$ cat config.mk
export PLATFORM = sky130hd
export DESIGN_NAME = cpc_sync_shaper_flat
export DESIGN_NICKNAME = d
export VERILOG_FILES = /design/src/rtl/cpc_sync_shaper_pkg.sv /design/src/rtl/cpc_sync_shaper_if.sv /design/src/rtl/cpc_sync_shaper_timer.sv /design/src/rtl/cpc_sync_shaper.sv /design/src/flat_wrapper.sv
export SDC_FILE = /design/constraint.sdc
export NUM_CORES = 1
export LEC_CHECK = 0
export CORE_ASPECT_RATIO = 2
export CORE_MARGIN = 4
export CORE_UTILIZATION = 50
export DETAILED_ROUTE_END_ITERATION = 12
export PLACE_DENSITY = 0.76
export SYNTH_ARGS = -nofsm -noshare
export SYNTH_HDL_FRONTEND = slang
export SYNTH_SLANG_ARGS = --single-unit
$ cat constraint.sdc
create_clock -name clkvideo -period 2.4 [get_ports clkvideo]
set_clock_uncertainty 0.05 [all_clocks]
set_input_delay 0.24 -clock clkvideo [delete_from_list [all_inputs] [get_ports clkvideo]]
set_output_delay 0.24 -clock clkvideo [all_outputs]
set_load 0.02 [all_outputs]
$ cat src/rtl/cpc_sync_shaper_pkg.sv
`default_nettype none
// ============================================================================
// Module      : cpc_video_pkg
// Description : Shared types and default timing constants for the CPC
//               sync shaper.
// Revision    : 1.0 - initial release
// ============================================================================
package cpc_video_pkg;

   typedef enum logic [1:0] {
      HS_IDLE  = 2'd0,
      HS_DELAY = 2'd1,
      HS_PULSE = 2'd2
   } hs_state_t;

   localparam int unsigned DEF_HS_DELAY = 2;
   localparam int unsigned DEF_HS_WIDTH = 4;
   localparam int unsigned DEF_VS_LINES = 2;

   typedef logic [2:0] colour_t;

   // Counters hold at their limit instead of wrapping.
   function automatic logic [3:0] sat_inc4(input logic [3:0] value, input logic [3:0] limit);
      return (value >= limit) ? value : value + 4'd1;
   endfunction

endpackage
`default_nettype wire

$ cat src/rtl/cpc_sync_shaper_if.sv
`default_nettype none
// ============================================================================
// Module      : cpc_sync_shaper_if
// Description : CRTC/palette inputs and shaped video outputs of the sync
//               shaper. CPC_SYNC_SHAPER_LINECOUNT_EN adds line_count.
// Revision    : 1.0 - initial release
// ============================================================================
interface cpc_sync_shaper_if;
   import cpc_video_pkg::*;

   logic    cclk_en;
   logic    crtc_hsync;
   logic    crtc_vsync;
   logic    crtc_de;
   colour_t ri, gi, bi;
   colour_t ro, go, bo;
   logic    hsync_n;
   logic    vsync_n;
   logic    csync_n;
`ifdef CPC_SYNC_SHAPER_LINECOUNT_EN
   logic [8:0] line_count;
`endif

   modport master (
      output cclk_en, crtc_hsync, crtc_vsync, crtc_de, ri, gi, bi,
`ifdef CPC_SYNC_SHAPER_LINECOUNT_EN
      input  line_count,
`endif
      input  ro, go, bo, hsync_n, vsync_n, csync_n
   );

   modport slave (
      input  cclk_en, crtc_hsync, crtc_vsync, crtc_de, ri, gi, bi,
`ifdef CPC_SYNC_SHAPER_LINECOUNT_EN
      output line_count,
`endif
      output ro, go, bo, hsync_n, vsync_n, csync_n
   );

endinterface
`default_nettype wire

$ cat src/rtl/cpc_sync_shaper_timer.sv
`default_nettype none
// ============================================================================
// Module      : sync_pulse_timer
// Description : Delay-then-width pulse FSM counted in cclk_en strobes; the
//               trigger level is sampled only on strobes.
// Revision    : 1.0 - initial release
// ============================================================================
module sync_pulse_timer
   import cpc_video_pkg::*;
#(
   parameter int unsigned DELAY = DEF_HS_DELAY,
   parameter int unsigned WIDTH = DEF_HS_WIDTH
) (
   input  wire  clkvideo,
   input  wire  rst_n,
   input  wire  i_cclk_en,
   input  wire  i_trig,
   output logic o_pulse_nxt,
   output logic o_pulse,
   output logic o_start
);

   localparam logic [3:0] c_delay = 4'(DELAY);
   localparam logic [3:0] c_width = 4'(WIDTH);

   hs_state_t  r_state, w_state_nxt;
   logic [3:0] r_cnt, w_cnt_nxt;
   logic       r_trig_q;
   logic       r_pulse;
   logic       w_rise;

   assign w_rise = i_cclk_en & i_trig & ~r_trig_q;

   always_ff @(posedge clkvideo or negedge rst_n) begin
      if (!rst_n) begin
         r_state  <= HS_IDLE;
         r_cnt    <= 4'd0;
         r_trig_q <= 1'b0;
         r_pulse  <= 1'b0;
      end else begin
         r_state <= w_state_nxt;
         r_cnt   <= w_cnt_nxt;
         r_pulse <= o_pulse_nxt;
         if (i_cclk_en) r_trig_q <= i_trig;
      end
   end

   always_comb begin
      w_state_nxt = r_state;
      w_cnt_nxt   = r_cnt;
      o_start     = 1'b0;
      case (r_state)
         HS_IDLE: begin
            if (w_rise) begin
               w_state_nxt = HS_DELAY;
               w_cnt_nxt   = 4'd0;
            end
         end
         HS_DELAY: begin
            // A trigger that drops before the delay expires yields no pulse.
            if (i_cclk_en) begin
               if (!i_trig) begin
                  w_state_nxt = HS_IDLE;
                  w_cnt_nxt   = 4'd0;
               end else if (sat_inc4(r_cnt, c_delay) == c_delay) begin
                  w_state_nxt = HS_PULSE;
                  w_cnt_nxt   = 4'd0;
                  o_start     = 1'b1;
               end else begin
                  w_cnt_nxt = sat_inc4(r_cnt, c_delay);
               end
            end
         end
         HS_PULSE: begin
            if (i_cclk_en) begin
               if (!i_trig || (sat_inc4(r_cnt, c_width) == c_width)) begin
                  w_state_nxt = HS_IDLE;
                  w_cnt_nxt   = 4'd0;
               end else begin
                  w_cnt_nxt = sat_inc4(r_cnt, c_width);
               end
            end
         end
         default: begin
            w_state_nxt = HS_IDLE;
            w_cnt_nxt   = 4'd0;
         end
      endcase
   end

   assign o_pulse_nxt = (w_state_nxt == HS_PULSE);
   assign o_pulse     = r_pulse;

endmodule
`default_nettype wire

$ cat src/rtl/cpc_sync_shaper.sv
`default_nettype none
// ============================================================================
// Module      : cpc_sync_shaper
// Description : Shapes CRTC sync/DE into monitor sync pulses and blanked RGB.
//               CPC_SYNC_SHAPER_LINECOUNT_EN adds a saturating line counter.
// Revision    : 1.0 - initial release
// ============================================================================
module cpc_sync_shaper
   import cpc_video_pkg::*;
#(
   parameter int unsigned HS_DELAY = DEF_HS_DELAY,
   parameter int unsigned HS_WIDTH = DEF_HS_WIDTH,
   parameter int unsigned VS_LINES = DEF_VS_LINES
) (
   input wire               clkvideo,
   input wire               rst_n,
   cpc_sync_shaper_if.slave bus
);

   localparam logic [3:0] c_vs_lines = 4'(VS_LINES);

   logic       w_hs, w_hs_nxt, w_hs_start;
   logic       w_vs_rise, w_vs_nxt, w_blank;
   logic [3:0] w_vs_cnt_nxt;
   logic       r_vsync_q, r_de_q, r_vs;
   logic [3:0] r_vs_cnt;
   logic       r_hsync_n, r_vsync_n, r_csync_n;
   colour_t    r_ro, r_go, r_bo;

   sync_pulse_timer #(
      .DELAY (HS_DELAY),
      .WIDTH (HS_WIDTH)
   ) u_hs_timer (
      .clkvideo    (clkvideo),
      .rst_n       (rst_n),
      .i_cclk_en   (bus.cclk_en),
      .i_trig      (bus.crtc_hsync),
      .o_pulse_nxt (w_hs_nxt),
      .o_pulse     (w_hs),
      .o_start     (w_hs_start)
   );

   assign w_vs_rise = bus.cclk_en & bus.crtc_vsync & ~r_vsync_q;

   // A VSYNC rise on the same strobe as an hs start takes priority.
   always_comb begin
      w_vs_nxt     = r_vs;
      w_vs_cnt_nxt = r_vs_cnt;
      if (w_vs_rise) begin
         w_vs_nxt     = 1'b1;
         w_vs_cnt_nxt = 4'd0;
      end else if (w_hs_start) begin
         w_vs_cnt_nxt = sat_inc4(r_vs_cnt, c_vs_lines);
         if (r_vs && (w_vs_cnt_nxt == c_vs_lines)) w_vs_nxt = 1'b0;
      end
   end

   assign w_blank = ~r_de_q | w_hs | r_vs;

   always_ff @(posedge clkvideo or negedge rst_n) begin
      if (!rst_n) begin
         r_vsync_q <= 1'b0;
         r_de_q    <= 1'b0;
         r_vs      <= 1'b0;
         r_vs_cnt  <= 4'd0;
         r_hsync_n <= 1'b1;
         r_vsync_n <= 1'b1;
         r_csync_n <= 1'b1;
         r_ro      <= '0;
         r_go      <= '0;
         r_bo      <= '0;
      end else begin
         if (bus.cclk_en) begin
            r_vsync_q <= bus.crtc_vsync;
            r_de_q    <= bus.crtc_de;
         end
         r_vs      <= w_vs_nxt;
         r_vs_cnt  <= w_vs_cnt_nxt;
         r_hsync_n <= ~w_hs_nxt;
         r_vsync_n <= ~w_vs_nxt;
         r_csync_n <= ~(w_hs_nxt ^ w_vs_nxt);
         r_ro      <= w_blank ? '0 : bus.ri;
         r_go      <= w_blank ? '0 : bus.gi;
         r_bo      <= w_blank ? '0 : bus.bi;
      end
   end

   assign bus.hsync_n = r_hsync_n;
   assign bus.vsync_n = r_vsync_n;
   assign bus.csync_n = r_csync_n;
   assign bus.ro      = r_ro;
   assign bus.go      = r_go;
   assign bus.bo      = r_bo;

`ifdef CPC_SYNC_SHAPER_LINECOUNT_EN
   logic [8:0] r_line_count;

   always_ff @(posedge clkvideo or negedge rst_n) begin
      if (!rst_n) begin
         r_line_count <= 9'd0;
      end else if (w_vs_rise) begin
         r_line_count <= 9'd0;
      end else if (w_hs_start && (r_line_count != 9'd511)) begin
         r_line_count <= r_line_count + 9'd1;
      end
   end

   assign bus.line_count = r_line_count;
`endif

endmodule
`default_nettype wire

$ cat src/flat_wrapper.sv
// flat-port wrapper written by rule: the top's interface ports become plain ports
module cpc_sync_shaper_flat import cpc_video_pkg::*;
#(
   parameter int unsigned HS_DELAY = DEF_HS_DELAY,
   parameter int unsigned HS_WIDTH = DEF_HS_WIDTH,
   parameter int unsigned VS_LINES = DEF_VS_LINES
)
  (clkvideo, rst_n, bus_cclk_en, bus_crtc_hsync, bus_crtc_vsync, bus_crtc_de, bus_ri, bus_gi, bus_bi, bus_ro, bus_go, bus_bo, bus_hsync_n, bus_vsync_n, bus_csync_n);
  cpc_sync_shaper_if bus_i ();
  input wire clkvideo;
  input wire rst_n;
  input wire logic [$bits(bus_i.cclk_en)-1:0] bus_cclk_en;
  input wire logic [$bits(bus_i.crtc_hsync)-1:0] bus_crtc_hsync;
  input wire logic [$bits(bus_i.crtc_vsync)-1:0] bus_crtc_vsync;
  input wire logic [$bits(bus_i.crtc_de)-1:0] bus_crtc_de;
  input wire logic [$bits(bus_i.ri)-1:0] bus_ri;
  input wire logic [$bits(bus_i.gi)-1:0] bus_gi;
  input wire logic [$bits(bus_i.bi)-1:0] bus_bi;
  output wire logic [$bits(bus_i.ro)-1:0] bus_ro;
  output wire logic [$bits(bus_i.go)-1:0] bus_go;
  output wire logic [$bits(bus_i.bo)-1:0] bus_bo;
  output wire logic [$bits(bus_i.hsync_n)-1:0] bus_hsync_n;
  output wire logic [$bits(bus_i.vsync_n)-1:0] bus_vsync_n;
  output wire logic [$bits(bus_i.csync_n)-1:0] bus_csync_n;
  assign bus_i.cclk_en = bus_cclk_en;
  assign bus_i.crtc_hsync = bus_crtc_hsync;
  assign bus_i.crtc_vsync = bus_crtc_vsync;
  assign bus_i.crtc_de = bus_crtc_de;
  assign bus_i.ri = bus_ri;
  assign bus_i.gi = bus_gi;
  assign bus_i.bi = bus_bi;
  assign bus_ro = bus_i.ro;
  assign bus_go = bus_i.go;
  assign bus_bo = bus_i.bo;
  assign bus_hsync_n = bus_i.hsync_n;
  assign bus_vsync_n = bus_i.vsync_n;
  assign bus_csync_n = bus_i.csync_n;
  cpc_sync_shaper #(.HS_DELAY(HS_DELAY), .HS_WIDTH(HS_WIDTH), .VS_LINES(VS_LINES)) u_core (.clkvideo(clkvideo), .rst_n(rst_n), .bus(bus_i));
endmodule
==> impl_metrics.yaml, run 1 <==
route:
  wirelength_um: 3080
  route.detailed.drc: 0
  wl_per_cell_um: 16.0
  ant_nets: 0
  drtPass1Iterations: 3
  num_vias: 1052
  vias_per_cell: 5.48
  drt_iter0_drc: 8
worst_setup_path:
  arrival_ns: 2.42
  critPathMaxStageDelay_ns: 0.50
  required_ns: 2.54
  crit_slowest_cell: "or4b_4"
  cp.buffers_inverters: 1
  worst_path_dominant_cell_family: "simple AND/OR/NAND/NOR gates"
  rrSetupSlack_ns: 0.12
  cp_max_fo: 6
  r2r_end: "u_core.bus.csync_n"
  rr_worst_depth: 8
  critPathKind: "reg2reg"
  timing.rr.start: "u_core.u_hs_timer.r_cnt[0]"
  crit_chain: "inv_1, ha_2, or4b_4, a21boi_4, nand3_4, a211oi_4, nand2_2, xor2_1"
  cp-end-kind: "flop"
  start_kind: "flop"
logic_synthesis:
  postSynthAreaPerCell_um2: 10.6
  synthesis.area_um2: 1370
  synth_ff_type: "dfrtp_1"
  async_flop_share_pct: 100
  synth_nets: 152
  yosys_register_bits: 27
  synthCells: 129
  yosysWarnings: 0
  yosysSeqAreaShare_pct: 49.5
  yosys.cell_types.count: 37
  synth_edf_count: 0
timing:
  finalCritPeriodShare_pct: 95.0
  setup-violations-final: 0
  setup_tns_ns: 0
  final_hold_viol_count: 0
  rsz0062_at_grt: "false"
  timing.slew.headroom_pct: 49.9
  fmax_mhz: 439
  final.min_clock_period_ns: 2.28
  maxSlewViolCount: 0
  max_slew.worst_pin.slew_ns: 0.750
floorplan:
  initial_utilization_pct: 52.8
  die_y_um: 82.1
  io_pins: 27
  dieWidth_um: 45.1
  dieArea_um2: 3700
  rows: 26
  core_um2: 2600
clock_tree:
  ctsHtreeMaxLevel: 1
  cts_sinks: 27
  cts_tree: "yes"
  root_buffer: "clkbuf_8"
  clockBufferDepth: 2
  cts_buffers: 3
  clock_latency_ns: 0.26
  clk_pin_slew_ns: 0.09
layout:
  final_util_pct: 67.7
  nets: 188
  multi_input_area_um2: 653
  final_cell_mix: "26 x clkdlybuf4s50_1, 24 x dfrtp_1, 12 x nor2_1"
  layout-drive-gt1-share_pct: 15.2
  final_common_cell: "clkdlybuf4s50_1"
  fin_area_um2: 1760
  fillCellCount: 220
  n_antenna_cell: 0
  seqCellArea_um2: 679
  area_growth_pct: 28.3
global_route:
  grt_pass1_wl_um: 5180
  grt_pass1_vias: 1186
  grt_max_degree: 28
  antenna_found_initial: 0
  grt.total_usage_pct: 19.3
  grt_overflow_total: 0
outcome:
  status: "finished clean"
min_path:
  hp-class: "in2async"
place:
  placed_area_um2: 1700
  port-buffer-count: 26
  dpl.hpwl_um: 2490
  place_congestion: 0.920
power_and_ir_drop:
  cellPowerDensity_nw_per_um2: 708
  peakVddDrop_mv: 0.501
  cellLeakagePower_nw: 0.827
run:
  cap_violations: 0
-- per-stage QoR --
step / instances / hold slack (ns) / setup slack, ns / total power, W
floorplan: 129 / -0.106 / 0.281 / 0.000842
global placement: 186 / 0.437 / 0.187 / 0.000965
detailed placement: 186 / 0.439 / 0.0871 / 0.000977
CTS: 190 / 0.300 / 0.0677 / 0.00122
global route: 192 / 0.317 / 0.0170 / 0.00133
finish: 192 / 0.291 / 0.120 / 0.00125
-- report_power, final --
part           internal [W]  leakage (nW)  switching, W  total (W)
Clock              0.000119        0.0228      0.000129   0.000248
Sequential         0.000493         0.352     0.0000338   0.000527
Combinational      0.000222         0.452      0.000251   0.000474
-- cell families (layout without fill, tap and decap cells) --
group           after synthesis  in the layout  synth area share (%)
xor+xnor                      2              2                  1.28
simple gates                 50             50                  22.1
fa+ha+maj                     8              8                  7.29
compound gates               29             29                  14.7
mux                           2              2                  1.64
flops                        27             27                  49.5
buf+inv                      11             46                  3.55
-- worst register-to-register path, delay by kind of cell, from the launching register on --
kind | cells | cell delay [ns]
adder cells (fa/ha/maj) | 1 | 0.22
AO/OA/AOI/OAI | 2 | 0.51
flip-flops | 1 | 0.43
AND/OR/NAND/NOR | 3 | 0.74
buffers and inverters | 1 | 0.08
XOR/XNOR | 1 | 0.17
-- flip-flops by register name, indices dropped and copies added, names as in the netlist --
register                    count
u_core.bus.ro                   3
u_core.u_hs_timer.r_trig_q      1
u_core.u_hs_timer.r_cnt         4
u_core.r_vs_cnt                 4
u_core.u_hs_timer.o_pulse       1
u_core.r_de_q                   1
u_core.r_vs                     1
u_core.bus.bo                   3
u_core.r_vsync_q                1
u_core.bus.csync_n              1
u_core.bus.go                   3
u_core.bus.vsync_n              1
u_core.bus.hsync_n              1
u_core.u_hs_timer.r_state       2
-- Yosys cell counts, types with 2 or more instances --
library cell / count / area [um2]
o21ai_1: 4 / 20.0
nor4b_1: 2 / 17.5
and2_1: 9 / 56.3
o21ai_0: 5 / 25.0
dfstp_2: 3 / 78.8
o211ai_1: 2 / 15.0
dfrtp_1: 24 / 601
nor3_1: 2 / 10.0
a21oi_1: 9 / 45.0
nand2b_1: 2 / 12.5
ha_1: 8 / 100
nor3b_1: 3 / 22.5
nor2_1: 12 / 45.0
nand2_1: 9 / 33.8
nor2b_1: 2 / 12.5
inv_1: 8 / 30.0
clkbuf_1: 2 / 7.51
mux2_2: 2 / 22.5
nor4_1: 2 / 12.5
o21bai_1: 2 / 15.0
-- layer usage --
layer  vias up  wire length (um)  track usage (%)
met5         -                 0                0
met4         0               162             12.9
met3        16               112             1.95
met2        38              1690             34.9
met1       485              1120             19.8
li1        513                 -                -
-- what timing repair did --
| item | 4_1_cts | 5_1_grt |
|---|---|---|
| gates resized for setup | 0 | 2 |
| hold buffers | 0 | 0 |
| setup endpoints to repair | 0 | 2 |
| setup buffers | 0 | 2 |
-- worst max-delay path by stage --
stage | start | endpoint | slack, ns | cells after the start
after floorplan | u_core.u_hs_timer.r_cnt[0] | u_core.bus.csync_n | 0.28 | 8
after global placement | u_core.u_hs_timer.r_cnt[0] | u_core.bus.csync_n | 0.19 | 8
after detailed placement | u_core.u_hs_timer.r_cnt[0] | u_core.bus.csync_n | 0.09 | 8
after CTS | u_core.u_hs_timer.r_cnt[0] | u_core.bus.csync_n | 0.07 | 8
after global routing | u_core.u_hs_timer.r_cnt[0] | u_core.bus.csync_n | 0.02 | 8
final | u_core.u_hs_timer.r_cnt[0] | u_core.bus.csync_n | 0.12 | 8
-- cell type report --
class | instances | share of cell area [%]
multi-input cells | 91 | 37.0
clock buffers | 4 | 2.56
well taps | 28 | 1.99
repair buffers | 34 | 18.2
inverters | 8 | 1.70
flip-flops and latches | 27 | 38.5
Note: power is estimated with default switching activity, not from simulation.
==> run 2, diff against run 1 <==
- TNS_END_PERCENT: default -> 5
==> results of run 2 <==
No change in the layout: final DEF, timing and power equal those of run 1.
